<file path="src/rtl/mask_match_sequencer_pkg.sv">
// Shared sizing constants, FSM state type and popcount helper for the
// bitmask-pair match sequencer.
package mask_match_sequencer_pkg;

  localparam int MASK_WIDTH = 16;
  localparam int IDX_WIDTH  = 4;
  localparam int CNT_WIDTH  = IDX_WIDTH + 1;

  typedef enum logic [1:0] {
    IDLE = 2'd0,
    SCAN = 2'd1,
    DONE = 2'd2
  } state_t;

  // Count is one bit wider than an index so a full mask reports 16, not 0.
  function automatic logic [CNT_WIDTH-1:0] popcount(input logic [MASK_WIDTH-1:0] v);
    logic [CNT_WIDTH-1:0] cnt;
    cnt = '0;
    for (int i = 0; i < MASK_WIDTH; i++) begin
      cnt = cnt + CNT_WIDTH'(v[i]);
    end
    return cnt;
  endfunction

endpackage

</file>
<file path="src/rtl/match_priority_enc.sv">
// Lowest-set-bit encoder over the remaining matches, plus the offsets into
// the compressed W and A streams for that lane.
module match_priority_enc
  import mask_match_sequencer_pkg::*;
(
  input  logic [MASK_WIDTH-1:0] rem,
  input  logic [MASK_WIDTH-1:0] w,
  input  logic [MASK_WIDTH-1:0] a,
  output logic [IDX_WIDTH-1:0]  pos,
  output logic [IDX_WIDTH-1:0]  idxW,
  output logic [IDX_WIDTH-1:0]  idxA,
  output logic                  single
);

  localparam logic [MASK_WIDTH-1:0] ONE = MASK_WIDTH'(1);

  logic [MASK_WIDTH-1:0] low_bit;
  logic [MASK_WIDTH-1:0] below;

  always_comb begin
    pos = '0;
    for (int i = MASK_WIDTH - 1; i >= 0; i--) begin
      if (rem[i]) pos = IDX_WIDTH'(i);
    end
  end

  // Offsets count strictly below the match, so at most 15 and fit IDX_WIDTH.
  assign low_bit = rem & (~rem + ONE);
  assign below   = low_bit - ONE;
  assign idxW    = IDX_WIDTH'(popcount(w & below));
  assign idxA    = IDX_WIDTH'(popcount(a & below));
  assign single  = (rem != '0) && ((rem & (rem - ONE)) == '0);

endmodule

</file>
<file path="src/rtl/mask_match_sequencer.sv">
// Walks the common non-zero lanes of a W/A bitmask pair one match at a time,
// then reports how far each compressed stream pointer must advance.
module mask_match_sequencer #(
  parameter int MASK_WIDTH = 16,
  parameter int IDX_WIDTH  = 4
) (
  input  logic                  clock,
  input  logic                  reset,
  input  logic                  in_valid,
  output logic                  in_ready,
  input  logic [MASK_WIDTH-1:0] in_bitmaskW,
  input  logic [MASK_WIDTH-1:0] in_bitmaskA,
  input  logic                  in_tile_last,
  output logic                  out_valid,
  input  logic                  out_ready,
  output logic [IDX_WIDTH-1:0]  out_pos,
  output logic [IDX_WIDTH-1:0]  out_idxW,
  output logic [IDX_WIDTH-1:0]  out_idxA,
  output logic                  out_last,
  output logic                  done_valid,
  output logic [IDX_WIDTH:0]    done_countW,
  output logic [IDX_WIDTH:0]    done_countA,
  output logic                  done_tile_last,
  output logic                  busy
);

  import mask_match_sequencer_pkg::*;

  localparam logic [MASK_WIDTH-1:0] ONE = MASK_WIDTH'(1);

  state_t                state;
  state_t                next_state;
  logic [MASK_WIDTH-1:0] w_reg;
  logic [MASK_WIDTH-1:0] a_reg;
  logic [MASK_WIDTH-1:0] rem;
  logic                  tile_last_reg;
  logic [IDX_WIDTH-1:0]  enc_pos;
  logic [IDX_WIDTH-1:0]  enc_idx_w;
  logic [IDX_WIDTH-1:0]  enc_idx_a;
  logic                  enc_single;
  logic                  accept;
  logic                  consume;

  assign accept  = (state == IDLE) && in_valid;
  assign consume = (state == SCAN) && out_ready;

  match_priority_enc u_enc (
    .rem    (rem),
    .w      (w_reg),
    .a      (a_reg),
    .pos    (enc_pos),
    .idxW   (enc_idx_w),
    .idxA   (enc_idx_a),
    .single (enc_single)
  );

  always_ff @(posedge clock or posedge reset) begin
    if (reset) begin
      state         <= IDLE;
      w_reg         <= '0;
      a_reg         <= '0;
      rem           <= '0;
      tile_last_reg <= 1'b0;
    end else begin
      state <= next_state;
      if (accept) begin
        w_reg         <= in_bitmaskW;
        a_reg         <= in_bitmaskA;
        rem           <= in_bitmaskW & in_bitmaskA;
        tile_last_reg <= in_tile_last;
      end else if (consume) begin
        rem <= rem & (rem - ONE);
      end
    end
  end

  always_comb begin
    next_state = state;
    case (state)
      IDLE:    if (in_valid) next_state = ((in_bitmaskW & in_bitmaskA) != '0) ? SCAN : DONE;
      SCAN:    if (out_ready && enc_single) next_state = DONE;
      DONE:    next_state = IDLE;
      default: next_state = IDLE;
    endcase
  end

  // in_ready is gated by reset itself so every output reads 0 while it is held.
  always_comb begin
    in_ready       = (state == IDLE) && !reset;
    busy           = (state != IDLE);
    out_valid      = (state == SCAN);
    out_pos        = '0;
    out_idxW       = '0;
    out_idxA       = '0;
    out_last       = 1'b0;
    done_valid     = (state == DONE);
    done_countW    = '0;
    done_countA    = '0;
    done_tile_last = 1'b0;
    if (state == SCAN) begin
      out_pos  = enc_pos;
      out_idxW = enc_idx_w;
      out_idxA = enc_idx_a;
      out_last = enc_single;
    end
    if (state == DONE) begin
      done_countW    = popcount(w_reg);
      done_countA    = popcount(a_reg);
      done_tile_last = tile_last_reg;
    end
  end

endmodule

</file>
<file path="config.mk">
export PLATFORM = sky130hd
export DESIGN_NAME = mask_match_sequencer
export DESIGN_NICKNAME = d
export VERILOG_FILES = /design/src/rtl/mask_match_sequencer_pkg.sv /design/src/rtl/match_priority_enc.sv /design/src/rtl/mask_match_sequencer.sv
export SDC_FILE = /design/constraint.sdc
export NUM_CORES = 1
export LEC_CHECK = 0
export ABC_AREA = 1
export CORE_ASPECT_RATIO = 2
export CORE_MARGIN = 2
export CORE_UTILIZATION = 40
export CTS_BUF_LIST = sky130_fd_sc_hd__clkbuf_4 sky130_fd_sc_hd__clkbuf_8
export DETAILED_ROUTE_END_ITERATION = 16
export SYNTH_ARGS = -nofsm -noshare
export SYNTH_HDL_FRONTEND = slang
export SYNTH_SLANG_ARGS = --single-unit
</file>
<file path="constraint.sdc">
create_clock -name clock -period 4.9 [get_ports clock]
set_input_delay 0.49 -clock clock [delete_from_list [all_inputs] [get_ports clock]]
set_output_delay 0.49 -clock clock [all_outputs]
set_load 0.02 [all_outputs]
</file>
# Yosys cells after proc, flatten, opt, wreduce, memory -nomap -nowiden
# Cells that the tools add are included.
[totals]
out_inout_bits = 28
regBits = 51
[op_classes]
muxes = 29
eq_ne = 4
n_addsub = 63
n_reduce_logical = 13
bitwise = 6
[ops]
columns = ["cell", "count"]
rows = [
  ["$add A4 B1 Y4", 28],
  ["$add A5 B1 Y5", 22],
  ["$and A16 B16 Y16", 5],
  ["$mux W4", 19],
  ["$mux W16", 2],
  ["$reduce_bool A16 Y1", 2],
  ["$sub A16 B1 Y16 const B", 2],
  ["$add A16 B1 Y16 const B", 1],
  ["$logic_not A16 Y1", 1],
  ["$not A16 Y16", 1],
  ["$add A4 B1 Y5", 2],
  ["$mux W5", 2],
  ["$add A1 B1 Y2", 4],
  ["$add A3 B1 Y4", 2],
  ["$add A2 B1 Y3", 2],
  ["$mux W2", 3],
  ["$logic_and A1 B1 Y1", 5],
  ["$pmux W2 S2", 1],
  ["$reduce_bool A2 Y1", 2],
  ["$eq A2 B1 Y1 const B", 1],
  ["$eq A2 B2 Y1 const B", 1],
  ["$logic_not A2 Y1", 1],
  ["$mux W1", 2],
  ["$ne A2 B1 Y1 const B", 1],
  ["3 further kinds", 3],
]

# Logic depth before layout (Yosys ltp)
# Gate-level depths: netlist of run 1.
[depth]
ltp_word = 21
ltp_mapped = 19

# Hierarchy
# A second synthesis of run 1 with hierarchy kept.
[unflattened]
hier_cells = 611
area_unflattened_um2 = 4524.3
[modules_own_cells]
columns = ["mod", "n_inst", "cells_each", "area_each_um2"]
rows = [
  ["mask_match_sequencer", 1, 410, 3184.3],
  ["match_priority_enc", 1, 201, 1340.0],
]

# Worst setup path after synthesis of run 1
# OpenSTA, ideal clock, no wires.
[synth_path]
path_type = "register to output"
startpoint = "reg rem[0]"
endpoint = "out out_idxA[1]"
required_ns = 4.410
path_stages_with_launch = 16
n_path_buf = 0
t_arrival_ns = 4.254
setup_slack_ns = 0.156
cell_sequence = "dfrtp_1 nor2_4 nand2_1 nor2_1 nand2_1 nor2_1 fa_1 inv_1 fa_1 fa_1 inv_1 fa_1 fa_1 inv_1 fa_1 nor2_1"
[synth_via]
elab_chain_cells = 21
[synth_lines]
columns = ["item", "line_no", "rtl"]
rows = [
  ["start, declared", "mask_match_sequencer.sv:35", "logic [MASK_WIDTH-1:0] rem;"],
  ["start signal, assigned", "mask_match_sequencer.sv:69", "rem <= in_bitmaskW & in_bitmaskA;"],
  ["start signal, assigned", "mask_match_sequencer.sv:72", "rem <= rem & (rem - ONE);"],
  ["$not A16 Y16", "match_priority_enc.sv:28", "assign low_bit = rem & (~rem + ONE);"],
  ["$add A16 B1 Y16", "match_priority_enc.sv:28", ""],
  ["$and A16 B16 Y16 *", "match_priority_enc.sv:28", ""],
  ["$sub A16 B1 Y16 *", "match_priority_enc.sv:29", "assign below = low_bit - ONE;"],
  ["$and A16 B16 Y16 *", "match_priority_enc.sv:31", "assign idxA = IDX_WIDTH'(popcount(a & below));"],
  ["$add A1 B1 Y2", "mask_match_sequencer_pkg.sv:20", "cnt = cnt + CNT_WIDTH'(v[i]);"],
  ["$add A4 B1 Y4 (13 in a row)", "mask_match_sequencer_pkg.sv:20", ""],
  ["$add A4 B1 Y4 *", "mask_match_sequencer_pkg.sv:20", ""],
  ["$mux W4 *", "mask_match_sequencer.sv:100", "if (state == SCAN) begin"],
  ["end, declared", "mask_match_sequencer.sv:18", "output logic [IDX_WIDTH-1:0] out_idxA,"],
]
# Mark *: on every way between the ends. The rest lies on a longest branch, timed or not.

# Worst setup path in the final report of run 1
[layout_path]
startpoint = "reg rem[1]"
endpoint = "out out_idxW[2]"
[layout_via]
elab_chain_cells = 21
[layout_lines]
columns = ["item", "line_no", "rtl"]
rows = [
  ["$not A16 Y16", "match_priority_enc.sv:28", ""],
  ["$add A16 B1 Y16", "match_priority_enc.sv:28", ""],
  ["$and A16 B16 Y16 *", "match_priority_enc.sv:28", ""],
  ["$sub A16 B1 Y16 *", "match_priority_enc.sv:29", ""],
  ["$and A16 B16 Y16 *", "match_priority_enc.sv:30", "assign idxW = IDX_WIDTH'(popcount(w & below));"],
  ["$add A1 B1 Y2", "mask_match_sequencer_pkg.sv:20", ""],
  ["$add A4 B1 Y4 (13 in a row)", "mask_match_sequencer_pkg.sv:20", ""],
  ["$add A4 B1 Y4 *", "mask_match_sequencer_pkg.sv:20", ""],
  ["$mux W4 *", "mask_match_sequencer.sv:100", ""],
  ["end, declared", "mask_match_sequencer.sv:17", "output logic [IDX_WIDTH-1:0] out_idxW,"],
]
# Marks and branches as above.

==> run_results.csv, run 1 <==
group,metric,value,unit
detailed_routing,dr.first_iter.drc_count,212,
global_routing,grt_start_max_net_pins,73,
global_routing,grt_pass1_wl,21290,um
setup_path,r2r_cells,5,
setup_path,timing.critical_path.mode_cell,"fa_1",
worst_hold_path,hold_path_depth,2,
layout,nFillCells,986,
die,rows,52,
setup_path,crit_type,"reg2out",
worst_hold_path,hold_start,"a_reg[15]$_DFFE_PP0P_",
clock_tree,clkLatencyLatePin,0.33,ns
setup_path,reg2reg_from,"state[1]$_DFFE_PP0P_",
logic_synthesis,synth_compound_area_share,9.458,%
detailed_routing,top_layer,"met4",
logic_synthesis,synth_xor_area_share,0.8381,%
setup_path,crit_required,4.41,ns
timing,final-hold-violation-count,0,
setup_path,cp_top_family,"adder cells",
clock_tree,clockRootBuffer,"clkbuf_8",
timing,max_freq,0.1992,GHz
logic_synthesis,synth_top_area_share,30.53,%
logic_synthesis,synth_cells,525,
detailed_routing,wl,13710,um
placed_design,placed_cell_area,0.005358,mm^2
logic_synthesis,synth_area_leaders,"dfrtp_1, fa_1, nand2_1",
logic_synthesis,syn_nets,622,
timing,rsz0062_at_grt,"yes",
setup_path,cp-end-kind,"output pin",
setup_path,start_kind,"flop",
setup_path,r2r_setup_slack,2.34,ns
global_routing,antenna_found_initial,0,
detailed_routing,ant_nets,0,
global_routing,grt_pass1_vias,4208,
layout,regArea,0.001277,mm^2
placed_design,dp.cells,767,
timing,slew_viol_final,0,
logic_synthesis,synth_common_cells,"nand2_1, inv_1, nor2_1, dfrtp_1, fa_1",
logic_synthesis,synth-edff-count,0,
layout,instances_no_fill,781,
timing,relSlewSlack,52.75,%
worst_hold_path,min_to,"a_reg[15]$_DFFE_PP0P_",
logic_synthesis,synth_seq_cells,51,
logic_synthesis,synthesis.area,0.004180,mm^2
detailed_routing,wl_met1,4908,um
setup_path,crit_chain,"nor2_4 -> buf_6 -> nand2_8 -> nor2_8 -> nand2_4 -> nor2_4 -> fa_1 -> inv_2 -> fa_2 -> fa_1 -> inv_1 -> fa_1 -> fa_2 -> inv_2 -> fa_1 -> xor2_1 -> nor2_1 -> buf_4",
timing,period_share,102.4,%
global_routing,grt-ovfl-total,0,
die,die_h,148.6,um
logic_synthesis,ys_types,34,
run_status,failed_checks,"setup timing",
die,die_area,0.01133,mm^2
setup_path,cp_max_fo,4,
worst_hold_path,hold_class,"reg2reg",
detailed_routing,wl_met3,398,um
logic_synthesis,ys_async_sr_fraction,100.0,%
logic_synthesis,yosysWarnings,0,
timing,worst_slew_pin_slew,0.7087,ns
die,die_x,76.29,um
clock_tree,h-tree-depth,2,
setup_path,rr_endpoint,"rem[14]$_DFFE_PP0P_",
detailed_routing,wl_met2,7528,um
layout,diodes,0,
detailed_routing,vias_per_cell,5.019,
detailed_routing,wl_per_cell,17.55,um
logic_synthesis,ys.flop_type,"dfrtp_1",
die,start_util,41.19,%
timing,setup_viol,6,
logic_synthesis,yosys.area_share.simple,22.99,%
logic_synthesis,syn_area_per_cell,7.962,um^2
clock_tree,cts_tree,"built",
clock_tree,clk_pin_slew,0.10,ns
placed_design,routabilityCongestion,0.9427,
die,core-area,0.01015,mm^2
timing,fin_ws,-0.1198,ns
timing,period_needed,5.020,ns
placed_design,dp_hpwl,11200,um
logic_synthesis,synthMuxAreaShare,0,%
detailed_routing,first_pass_iters,4,
clock_tree,clock_path_buffers,2,
placed_design,io_buffers,64,
layout,multiInputGateArea,0.002586,mm^2
setup_path,cp.buffers_inverters,5,
run_status,status,"complete, but fails checks",
timing,fin_worst_skew,0.007037,ns
setup_path,crit_slowest_cell,"fa_1",
logic_synthesis,synth_top_family_by_area,"adder cells",
detailed_routing,vias,3920,
layout,final_area,0.005658,mm^2
detailed_routing,drc,0,
layout,drive_gt1_share,19.66,%
clock_tree,clock_sinks,51,
layout,fin_nets,742,
logic_synthesis,synth-adder-area-share,25.14,%
layout,syn_to_final_growth,35.35,%
logic_synthesis,yosysSeqAreaShare,30.53,%
job,max_cap_violations,0,
global_routing,track_usage,24.89,%
layout,final_core_util,55.74,%
die,ioPinCount,65,
clock_tree,numCtsBuffers,5,
logic_synthesis,yosys.cell_count.top_type,"nand2_1",
logic_synthesis,yosysTopAreaCell,"dfrtp_1",
setup_path,cp.arrival,4.53,ns
setup_path,critPathMaxStageDelay,0.51,ns
-- metal layers --
metal,vias to the layer above,track usage [%]
met5,-,0
met4,0,16.64
met3,39,2.973
met2,107,46.50
met1,1923,25.62
li1,1851,-
-- final cells by class --
| type | count | share of cell area [%] |
|---|---|---|
| well taps | 135 | 2.985 |
| repair buffers | 124 | 18.91 |
| inverters | 111 | 7.408 |
| flip-flops and latches | 51 | 22.58 |
| clock inverters | 3 | 1.194 |
| multi-input cells | 352 | 45.71 |
| clock buffers | 5 | 1.216 |
-- tightest hold or removal path, cell delays in order (launching register included) --
cell and delay, ns:
dfrtp_1 0.39, nand2_1 0.06, nand2_1 0.05
-- cells in the final DEF (no fill, tap or decap), types with 7 or more instances in the layout --
master	netlist	layout
inv_2	0	10
buf_4	0	63
fa_1	40	36
a21oi_1	8	8
o221ai_1	7	7
dfrtp_1	51	50
a221oi_1	8	8
clkdlybuf4s50_1	0	48
ha_1	20	19
inv_1	110	100
nand2_1	127	121
nor2_1	67	57
nor2_4	1	8
o21ai_0	31	31
-- per-stage QoR --
| step | hold slack (ns) | worst slack [ns] | TNS, ns |
|---|---|---|---|
| floorplan | 0.4703 | 0.1559 | 0 |
| global placement | 0.5120 | -0.4516 | -2.474 |
| detailed placement | 0.5045 | -0.5547 | -3.346 |
| CTS | 0.5297 | -0.1638 | -0.7476 |
| global route | 0.5667 | -0.2977 | -1.675 |
| finish | 0.5286 | -0.1198 | -0.5867 |
-- kinds of logic (layout without fill, tap and decap cells) --
group / after synthesis / in the layout
adders and majority gates: 60 / 60
DFF: 51 / 51
AOI/OAI and AO/OA: 64 / 64
buffers and inverters: 122 / 243
and+or+nand+nor: 224 / 224
xor gates and xnor gates: 4 / 4
-- timing repair --
item | in CTS | in global routing
hold buffers | 0 | 0
setup buffers | 2 | 4
endpoints found under the setup margin | 14 | 11
pin swaps | 23 | 7
gates resized for setup | 68 | 25
-- how the worst max path moves through the flow --
stage | startpoint | to | slack (ns) | cells past startpoint
after floorplan | rem[0]$_DFFE_PP0P_ | out_idxA[1] | 0.16 | 15
after global placement | rem[0]$_DFFE_PP0P_ | out_idxA[1] | -0.45 | 16
after detailed placement | rem[0]$_DFFE_PP0P_ | out_idxW[1] | -0.55 | 16
after CTS | rem[1]$_DFFE_PP0P_ | out_idxW[1] | -0.16 | 15
after global routing | rem[4]$_DFFE_PP0P_ | out_idxW[3] | -0.30 | 18
final | rem[1]$_DFFE_PP0P_ | out_idxW[2] | -0.12 | 18
Power of run 1 is not shown: default switching activity piles up to over one toggle a cycle in this logic, so the estimate is an artifact.
==> run 2: changes to the inputs <==
Settings changed: SETUP_SLACK_MARGIN from default to 0.4.
==> run_results.csv, run 2 (synthesis results as in run 1) <==
group,metric,value,unit
detailed_routing,wl_per_cell,16.71,um
layout,regArea,0.001276,mm^2
clock_tree,clock_sinks,51,
setup_path,cp.arrival,4.46,ns
global_routing,grt_pass1_vias,4012,
setup_path,start_kind,"flop",
layout,instances_no_fill,780,
global_routing,grt_start_max_net_pins,73,
global_routing,grt_pass1_wl,20590,um
global_routing,antenna_found_initial,0,
layout,multiInputGateArea,0.002671,mm^2
clock_tree,clockRootBuffer,"clkbuf_8",
layout,diodes,0,
layout,syn_to_final_growth,37.53,%
run_status,status,"complete, but fails checks",
die,die_h,148.6,um
die,start_util,41.19,%
worst_hold_path,min_to,"a_reg[15]$_DFFE_PP0P_",
detailed_routing,ant_nets,0,
run_status,failed_checks,"setup timing",
timing,period_needed,4.954,ns
clock_tree,clk_pin_slew,0.10,ns
placed_design,dp.cells,763,
timing,worst_slew_pin_slew,0.6881,ns
global_routing,grt-ovfl-total,0,
clock_tree,h-tree-depth,2,
clock_tree,cts_tree,"built",
clock_tree,numCtsBuffers,5,
setup_path,cp_max_fo,4,
setup_path,r2r_cells,6,
timing,relSlewSlack,54.13,%
die,die_x,76.29,um
job,max_cap_violations,0,
layout,fin_nets,741,
die,rows,52,
setup_path,rr_endpoint,"rem[14]$_DFFE_PP0P_",
timing,fin_worst_skew,0.01133,ns
layout,drive_gt1_share,24.34,%
placed_design,dp_hpwl,10780,um
detailed_routing,vias_per_cell,4.936,
layout,final_cell_mix,"nand2_1, inv_1, buf_4",
detailed_routing,wl,13040,um
setup_path,reg2reg_from,"state[1]$_DFFE_PP0P_",
setup_path,cp-end-kind,"output pin",
timing,rsz0062_at_grt,"yes",
worst_hold_path,hold_path_depth,2,
timing,slew_viol_final,0,
clock_tree,hold_buffers,0,
timing,tns,-0.09428,ns
placed_design,io_buffers,64,
timing,max_freq,0.2018,GHz
timing,fin_ws,-0.05442,ns
clock_tree,clock_path_buffers,2,
setup_path,crit_type,"reg2out",
clock_tree,clkLatencyLatePin,0.32,ns
worst_hold_path,hold_start,"a_reg[15]$_DFFE_PP0P_",
setup_path,crit_required,4.41,ns
detailed_routing,dr.first_iter.drc_count,217,
detailed_routing,vias,3850,
global_routing,track_usage,24.02,%
detailed_routing,drc,0,
layout,nFillCells,985,
die,core-area,0.01015,mm^2
timing,final-hold-violation-count,0,
die,ioPinCount,65,
timing,setup_viol,2,
setup_path,r2r_setup_slack,2.60,ns
placed_design,routabilityCongestion,0.9266,
worst_hold_path,hold_class,"reg2reg",
layout,final_common_cell,"nand2_1",
die,die_area,0.01133,mm^2
detailed_routing,first_pass_iters,5,
timing,period_share,101.1,%
==> run 2: cell types whose count changed in the layout (fill, tap and decap cells not counted), sizes merged <==
| cell | previous run | this run |
|---|---|---|
| clkdlybuf4s50 | 48 | 46 |
| clkdlybuf4s15 | 1 | 0 |
| dlymetal6s2s | 2 | 0 |
| dlygate4sd2 | 5 | 2 |
| buf | 68 | 75 |
==> run 2: area by class of cell <==
class,instances,area share [%]
Sequential cell,51,22.20
Clock buffer,5,1.197
Inverter,111,7.291
Timing Repair Buffer,123,18.74
Tap cell,135,2.938
Clock inverter,3,1.175
Multi-Input combinational cell,352,46.46
==> run 2: worst max path at each step <==
stage | end | start | depth (start not counted) | slack (ns)
detailed placement | out_idxA[1] | rem[1]$_DFFE_PP0P_ | 16 | -0.34
global placement | out_idxA[1] | rem[1]$_DFFE_PP0P_ | 16 | -0.26
finish | out_idxA[1] | rem[1]$_DFFE_PP0P_ | 16 | -0.05
global route | out_idxA[1] | rem[1]$_DFFE_PP0P_ | 16 | -0.21
CTS | out_idxA[1] | rem[0]$_DFFE_PP0P_ | 15 | -0.1
floorplan | out_idxA[2] | rem[1]$_DFFE_PP0P_ | 15 | 0.38
==> run 2: through the flow <==
step / utilization [%] / setup WS (ns) / instance area (um^2) / hold WS [ns]
floorplan: - / 0.3848 / 4240 / 0.4703
global placement: 53.08 / -0.2571 / 5388 / 0.5169
detailed placement: 53.08 / -0.3355 / 5388 / 0.5093
CTS: 55.36 / -0.09854 / 5619 / 0.5344
global route: 56.64 / -0.2116 / 5749 / 0.5804
finish: 56.64 / -0.05442 / 5749 / 0.5373
==> run 2: worst max-delay path, cell delays in order, from the launching register on <==
cell	delay (ns)
dfrtp_1	0.41
nor2_4	0.18
nand2_2	0.11
inv_2	0.08
nand2_1	0.08
inv_2	0.08
nand2_2	0.05
fa_1	0.55
fa_1	0.42
fa_1	0.49
inv_1	0.05
fa_1	0.46
fa_2	0.42
inv_2	0.09
fa_2	0.44
nor2_4	0.12
buf_6	0.13
==> run 2: routing by layer <==
| metal | vias up | routed length (um) | global-route usage (%) |
|---|---|---|---|
| li1 | 1846 | - | - |
| met1 | 1859 | 4533 | 25.00 |
| met5 | - | 0 | 0 |
| met3 | 34 | 490 | 3.216 |
| met4 | 0 | 737 | 14.09 |
| met2 | 111 | 7277 | 45.27 |
==> run 2: what timing repair did <==
action,4_1_cts,5_1_grt
gates resized for setup,114,33
pin swaps,33,23
setup endpoints to repair,18,16
setup buffers,5,4
Power of run 2 is left out for the same reason.
